==> config.mk <==
export PLATFORM = sky130hd
export DESIGN_NAME = input_ram_writer_flat
export DESIGN_NICKNAME = d
export VERILOG_FILES = /design/src/rtl/input_ram_writer_pkg.sv /design/src/rtl/input_ram_writer_if.sv /design/src/rtl/input_ram_writer.sv /design/src/flat_wrapper.sv
export SDC_FILE = /design/constraint.sdc
export NUM_CORES = 1
export LEC_CHECK = 0
export ABC_AREA = 1
export CAP_MARGIN = 0
export CELL_PAD_IN_SITES_DETAIL_PLACEMENT = 0
export CELL_PAD_IN_SITES_GLOBAL_PLACEMENT = 1
export CORE_MARGIN = 2
export CORE_UTILIZATION = 39
export CTS_CLUSTER_DIAMETER = 50
export CTS_CLUSTER_SIZE = 28
export DETAILED_ROUTE_END_ITERATION = 10
export PLACE_DENSITY = 0.78
export SLEW_MARGIN = 20
export SYNTH_ARGS = -nofsm -noshare
export SYNTH_HDL_FRONTEND = slang
export SYNTH_SLANG_ARGS = --single-unit
==> constraint.sdc <==
create_clock -name clk -period 1.8 [get_ports clk]
set_input_delay 0.36 -clock clk [delete_from_list [all_inputs] [get_ports clk]]
set_output_delay 0.36 -clock clk [all_outputs]
set_load 0.02 [all_outputs]
==> src/rtl/input_ram_writer_pkg.sv <==
// Shared constants and types for the SNN input-image path: image geometry,
// RAM address width and the UART-to-RAM writer state encoding.
package input_ram_writer_pkg;

  localparam int NUM_PIXELS = 784;
  localparam int PIX_ADDR_W = 10;
  localparam int IMG_BYTES  = NUM_PIXELS / 8;

  typedef enum logic [0:0] {
    ST_IDLE  = 1'b0,
    ST_SHIFT = 1'b1
  } wr_state_e;

  // Flat RAM address of bit `bit_idx` of image byte `byte_idx` (LSB-first unpacking).
  function automatic int unsigned pixel_addr(input int unsigned byte_idx,
                                             input int unsigned bit_idx);
    return (byte_idx * 8) + bit_idx;
  endfunction

endpackage

==> src/rtl/input_ram_writer_if.sv <==
// Bundle between the UART receiver, the image writer and the input RAM write port.
interface input_ram_writer_if #(
  parameter int ADDR_W = 10
) ();

  // rx_rdy is a one-cycle valid strobe qualifying rx_data; there is no ready
  // back to the receiver, so a byte the writer cannot hold is dropped and
  // flagged on the sticky overrun output.
  logic [7:0]        rx_data;
  logic              rx_rdy;
  logic              we;
  logic [ADDR_W-1:0] waddr;
  logic              wdata;
  logic              busy;
  logic              done;
  logic              overrun;

  modport master (
    output rx_data, rx_rdy,
    input  we, waddr, wdata, busy, done, overrun
  );

  modport slave (
    input  rx_data, rx_rdy,
    output we, waddr, wdata, busy, done, overrun
  );

endinterface

==> src/rtl/input_ram_writer.sv <==
// Unpacks UART image bytes LSB-first into one-bit writes of the 784-entry
// input RAM, one pixel per clock, with a one-byte holding buffer.
module input_ram_writer #(
  parameter int NUM_PIXELS = input_ram_writer_pkg::NUM_PIXELS,
  parameter int ADDR_W     = input_ram_writer_pkg::PIX_ADDR_W
) (
  input  logic                           clk,
  input  logic                           rst,
  input_ram_writer_if.slave              bus,
  output input_ram_writer_pkg::wr_state_e dbg_state
);
  import input_ram_writer_pkg::*;

  localparam logic [ADDR_W-1:0] PIX_LAST = ADDR_W'(NUM_PIXELS - 1);

  wr_state_e         state_q, state_d;
  logic [7:0]        shreg_q, shreg_d;
  logic [2:0]        bcnt_q, bcnt_d;
  logic [ADDR_W-1:0] pcnt_q, pcnt_d;
  logic [7:0]        pend_q, pend_d;
  logic              pend_vld_q, pend_vld_d;
  logic              overrun_q, overrun_d;
  logic              we_q, we_d;
  logic [ADDR_W-1:0] waddr_q, waddr_d;
  logic              wdata_q, wdata_d;
  logic              done_q, done_d;
  logic              busy_q, busy_d;

  logic              in_shift;
  logic              active;
  logic [7:0]        cur_byte;
  logic [2:0]        cur_idx;
  logic              last_pix;

  // In IDLE a strobed byte is consumed straight from rx_data so its bit 0 is
  // written on the very next cycle; in SHIFT the shift register is the source.
  always_comb begin
    in_shift = (state_q == ST_SHIFT);
    active   = in_shift || bus.rx_rdy;
    cur_byte = in_shift ? shreg_q : bus.rx_data;
    cur_idx  = in_shift ? bcnt_q : 3'd0;
    last_pix = (pcnt_q == PIX_LAST);

    state_d    = state_q;
    shreg_d    = shreg_q;
    bcnt_d     = bcnt_q;
    pcnt_d     = pcnt_q;
    pend_d     = pend_q;
    pend_vld_d = pend_vld_q;
    overrun_d  = overrun_q;
    we_d       = 1'b0;
    waddr_d    = waddr_q;
    wdata_d    = wdata_q;
    done_d     = 1'b0;

    if (active) begin
      we_d    = 1'b1;
      wdata_d = cur_byte[0];
      waddr_d = pcnt_q;
      done_d  = last_pix;
      pcnt_d  = last_pix ? '0 : pcnt_q + 1'b1;
      shreg_d = {1'b0, cur_byte[7:1]};
      bcnt_d  = cur_idx + 3'd1;
      state_d = ST_SHIFT;

      if (cur_idx == 3'd7) begin
        // Last bit of the byte: chain the next byte with no idle cycle.
        bcnt_d = 3'd0;
        if (pend_vld_q) begin
          shreg_d    = pend_q;
          pend_vld_d = bus.rx_rdy;
          if (bus.rx_rdy) begin
            pend_d = bus.rx_data;
          end
        end else if (bus.rx_rdy) begin
          shreg_d = bus.rx_data;
        end else begin
          state_d = ST_IDLE;
        end
      end else if (in_shift && bus.rx_rdy) begin
        if (!pend_vld_q) begin
          pend_d     = bus.rx_data;
          pend_vld_d = 1'b1;
        end else begin
          overrun_d = 1'b1;
        end
      end
    end

    // Stays high through the done cycle and drops one cycle later if nothing is queued.
    busy_d = active || (pcnt_d != '0) || pend_vld_d;
  end

  always_ff @(posedge clk) begin
    if (rst) begin
      state_q    <= ST_IDLE;
      shreg_q    <= '0;
      bcnt_q     <= '0;
      pcnt_q     <= '0;
      pend_q     <= '0;
      pend_vld_q <= 1'b0;
      overrun_q  <= 1'b0;
      we_q       <= 1'b0;
      waddr_q    <= '0;
      wdata_q    <= 1'b0;
      done_q     <= 1'b0;
      busy_q     <= 1'b0;
    end else begin
      state_q    <= state_d;
      shreg_q    <= shreg_d;
      bcnt_q     <= bcnt_d;
      pcnt_q     <= pcnt_d;
      pend_q     <= pend_d;
      pend_vld_q <= pend_vld_d;
      overrun_q  <= overrun_d;
      we_q       <= we_d;
      waddr_q    <= waddr_d;
      wdata_q    <= wdata_d;
      done_q     <= done_d;
      busy_q     <= busy_d;
    end
  end

  assign bus.we      = we_q;
  assign bus.waddr   = waddr_q;
  assign bus.wdata   = wdata_q;
  assign bus.done    = done_q;
  assign bus.busy    = busy_q;
  assign bus.overrun = overrun_q;
  assign dbg_state   = state_q;

endmodule

==> src/flat_wrapper.sv <==
// flat-port wrapper written by rule: the top's interface ports become plain ports
module input_ram_writer_flat import input_ram_writer_pkg::*;
#(
  parameter int NUM_PIXELS = input_ram_writer_pkg::NUM_PIXELS,
  parameter int ADDR_W     = input_ram_writer_pkg::PIX_ADDR_W
)
  (clk, rst, dbg_state, bus_rx_data, bus_rx_rdy, bus_we, bus_waddr, bus_wdata, bus_busy, bus_done, bus_overrun);
  input_ram_writer_if #(.ADDR_W(ADDR_W)) bus_i ();
  input  logic clk;
  input  logic rst;
  output input_ram_writer_pkg::wr_state_e dbg_state;
  input wire logic [$bits(bus_i.rx_data)-1:0] bus_rx_data;
  input wire logic [$bits(bus_i.rx_rdy)-1:0] bus_rx_rdy;
  output wire logic [$bits(bus_i.we)-1:0] bus_we;
  output wire logic [$bits(bus_i.waddr)-1:0] bus_waddr;
  output wire logic [$bits(bus_i.wdata)-1:0] bus_wdata;
  output wire logic [$bits(bus_i.busy)-1:0] bus_busy;
  output wire logic [$bits(bus_i.done)-1:0] bus_done;
  output wire logic [$bits(bus_i.overrun)-1:0] bus_overrun;
  assign bus_i.rx_data = bus_rx_data;
  assign bus_i.rx_rdy = bus_rx_rdy;
  assign bus_we = bus_i.we;
  assign bus_waddr = bus_i.waddr;
  assign bus_wdata = bus_i.wdata;
  assign bus_busy = bus_i.busy;
  assign bus_done = bus_i.done;
  assign bus_overrun = bus_i.overrun;
  input_ram_writer #(.NUM_PIXELS(NUM_PIXELS), .ADDR_W(ADDR_W)) u_core (.clk(clk), .rst(rst), .bus(bus_i), .dbg_state(dbg_state));
endmodule
==> results.tsv <==
metric	value	unit
reg2reg start	u_core.dbg_state	
top cells by area, synth	dfxtp_1 44%, nand2_1 11%, nand3_1 7.6%	
top cell type's share of synthesized area	44.0	%
Synth Cell Area	2090	sq um
Post-DP Area	2630	sq um
post-route non-filler standard cell count	415	
most common cell in the synthesized netlist	nand2_1	
Critical Path Start Type	flop	
gr ovfl total	0	
final WL	5.25	mm
1st-iter DRT viols	88	
TNS Setup	0	ns
Largest stage delay, worst path	0.35	ns
via count	2027	
CP Class	flop to flop	
Switching Power	520	uW
Final min period	1.64	ns
Worst Path Max Fanout	8	
leakage	0.00116	uW
Root Buffer	clkbuf_8	
Crit path max-delay family	simple AND/OR/NAND/NOR gates	
worst skew pair latency	0.30	ns
Layout area overhead	30.9	%
Slew Limit Headroom	72.1	%
detailed placer's ending HPWL	3.89	mm
Maximum Capacitance Violations	0	
highest routing layer actually used	met4	
Buf/Inv on CP	1	
Die Span Y	77.3	microns
drc violations	0	
final hold violations	0	
post-DR wirelength/cell	12.7	microns
register share of total power	51.8	%
Inserted Clock Buffers	5	
largest net degree at the start of global routing	24	
Synth cell types	25	
cts hold-fix bufs	0	
ys flop type	dfxtp_1	
share of flip-flops with an asynchronous set or reset	0	%
VDD IR-drop max	0.434	mV
n_diodes	0	
Max Transition Viols Final	0	
RSZ-0062 raised after global routing	false	
vias in the first global route	1864	
register bit total from synthesis	46	
1st-pass router iterations	5	
Max Root-Sink Buffers	2	
Crit. End Element	flop	
total power	2090	uW
post-synth top area cell	dfxtp_1	
Post-synth EDFFs	0	
PD cells	761	nW/um^2
Most Frequent Cell on Critical Path	nand2_1	
period utilization	91.3	%
RR Endpoint	u_core.pend_q[2]	
Metal-1 WL	2.75	mm
antenna violations before repair	0	
met3 wire length	234	microns
CTS tree	yes	
slowest CP cell	dfxtp_2	
Port Buf Inserts	26	
final worst setup slack	0.157	ns
clock slew at reported path FFs	0.08	ns
Initial Util	40.7	%
most common library cells after synthesis	63 x nand2_1, 46 x dfxtp_1, 32 x nand3_1, 31 x inv_1, 31 x nor2_1	
Worst-Margin Slew	0.418	ns
Critical Path AT	1.87	ns
fraction of layout cells with a size suffix above 1	14.2	%
Logic pwr share	13.3	%
gr usage total	18.9	%
IO Pins	27	
fmax	609	MHz
Mapped Cells	289	
worst hold stages	2	
RD Place Congestion	0.780	
reg2reg setup slack	0.16	ns
internal power	1570	uW
sequential area share after synthesis	44.0	%
Placed Cells	407	
chip width	77.3	microns
pre-CTS setup slack	-0.129	ns
Clk pwr share	34.9	%
wire length on met2	2.20	mm
clock sink count	46	
Cell Rows	26	
switching portion of total power	24.9	%
Mapped Nets	303	
NumNets Final	358	
finished layout cell area	2740	sq um
antenna-violating nets left	0	
CP required	2.03	ns
Die ar.	5970	sq um
Min-Delay Path Class	flop to flop	
status	finished clean	
min-delay src	u_core.pend_q[0]	
H-tree depth	2	
R2R depth	9	
core area	5140	sq um
Hold Path Sink	u_core.pend_q[0]	
Avg Cell Area, Syn	7.25	sq um
global-route wire length before repair	9.04	mm
synth warn	0	
final setup violation count	0	
CP cell instances	nand2_1, inv_1, ha_1, ha_2, nor2_1, nor2_4, nand2_2, nand2_1, a21oi_1	
clk_skew	0.00275	ns
Vias per Instance	4.88	
==> metal layers <==
layer / GRT usage (%) / up-vias
li1: - / 1065
met5: 0 / -
met2: 26.8 / 43
met1: 28.0 / 912
met3: 4.35 / 7
met4: 5.89 / 0
==> cells in the final DEF (no fill, tap or decap), drive strengths merged <==
cell,n
o2111ai,1
clkbuf,8
clkdlybuf4s50,25
o21ai,17
nand2,64
a22oi,1
a31oi,1
nand4,3
buf,32
a21oi,25
o32ai,1
a21boi,1
nor2,37
inv,31
xor2,3
nor3,1
ha,3
dlygate4sd2,1
dfxtp,46
clkinv,1
o211ai,11
nand3,32
==> worst register-to-register path, stage by stage (launching register included) <==
cell and delay (ns):
dfxtp_2 0.35, nand2_1 0.07, inv_1 0.04, ha_1 0.19, ha_2 0.21, nor2_1 0.24, nor2_4 0.08, nand2_2 0.18
nand2_1 0.08, a21oi_1 0.14
==> worst max path at each step <==
stage	startpoint	to	slack, ns	depth (start not counted)
finish	u_core.dbg_state	u_core.pend_q[2]	0.16	9
global route	u_core.pcnt_q[1]	u_core.bus.busy	0.003	10
detailed placement	bus_rx_rdy	u_core.bus.busy	-0.13	10
global placement	bus_rx_rdy	u_core.bus.busy	-0.13	10
floorplan	u_core.dbg_state	u_core.pend_q[2]	0.009	11
CTS	u_core.dbg_state	u_core.shreg_q[3]	0.03	10
==> stage by stage <==
stage,hold slack (ns),util (%)
5_1_grt,0.491,53.4
3_5_place_dp,0.456,51.1
6_report,0.465,53.4
3_3_place_gp,0.454,51.1
4_1_cts,0.469,53.2
2_1_floorplan,0.438,-
==> cell type report <==
type                       count  area [sq um]
sequential                    46           922
tap                           70          87.6
multi-input combinational    201          1000
clock buffer                   8           110
fill                         563          2400
inverter                      32           120
timing repair buffer          58           499
==> state kept, by name, indices dropped and copies added, names as in the netlist <==
signal	cells
u_core.bus.we	1
u_core.bus.overrun	1
u_core.pcnt_q	10
u_core.dbg_state	1
u_core.bus.wdata	1
u_core.bus.done	1
u_core.pend_vld_q	1
u_core.shreg_q	8
u_core.bus.waddr	10
u_core.pend_q	8
u_core.bus.busy	1
u_core.bcnt_q	3
==> timing repair <==
item | in CTS | in global routing
gates resized for setup | 1 | 3
endpoints found under the setup margin | 1 | 14
setup buffers | 0 | 0
==> logic make-up (layout without fill, tap and decap cells) <==
| family | Yosys count | in the layout | synth area share, % |
|---|---|---|---|
| AOI/OAI and AO/OA | 58 | 58 | 15.8 |
| xor gates and xnor gates | 3 | 3 | 1.25 |
| adders and majority gates | 3 | 3 | 1.79 |
| buffers and inverters | 42 | 98 | 8.72 |
| DFF | 46 | 46 | 44.0 |
| and+or+nand+nor | 137 | 137 | 28.4 |
==> power by group through the flow <==
stage	Clock [uW]	Sequential, uW	Combinational, uW
2_1_floorplan	0	1110	150
3_3_place_gp	0	1100	279
3_5_place_dp	0	1100	278
4_1_cts	751	1080	278
5_1_grt	791	1090	308
6_report	728	1080	278
Power figures use the tool's default switching activity.
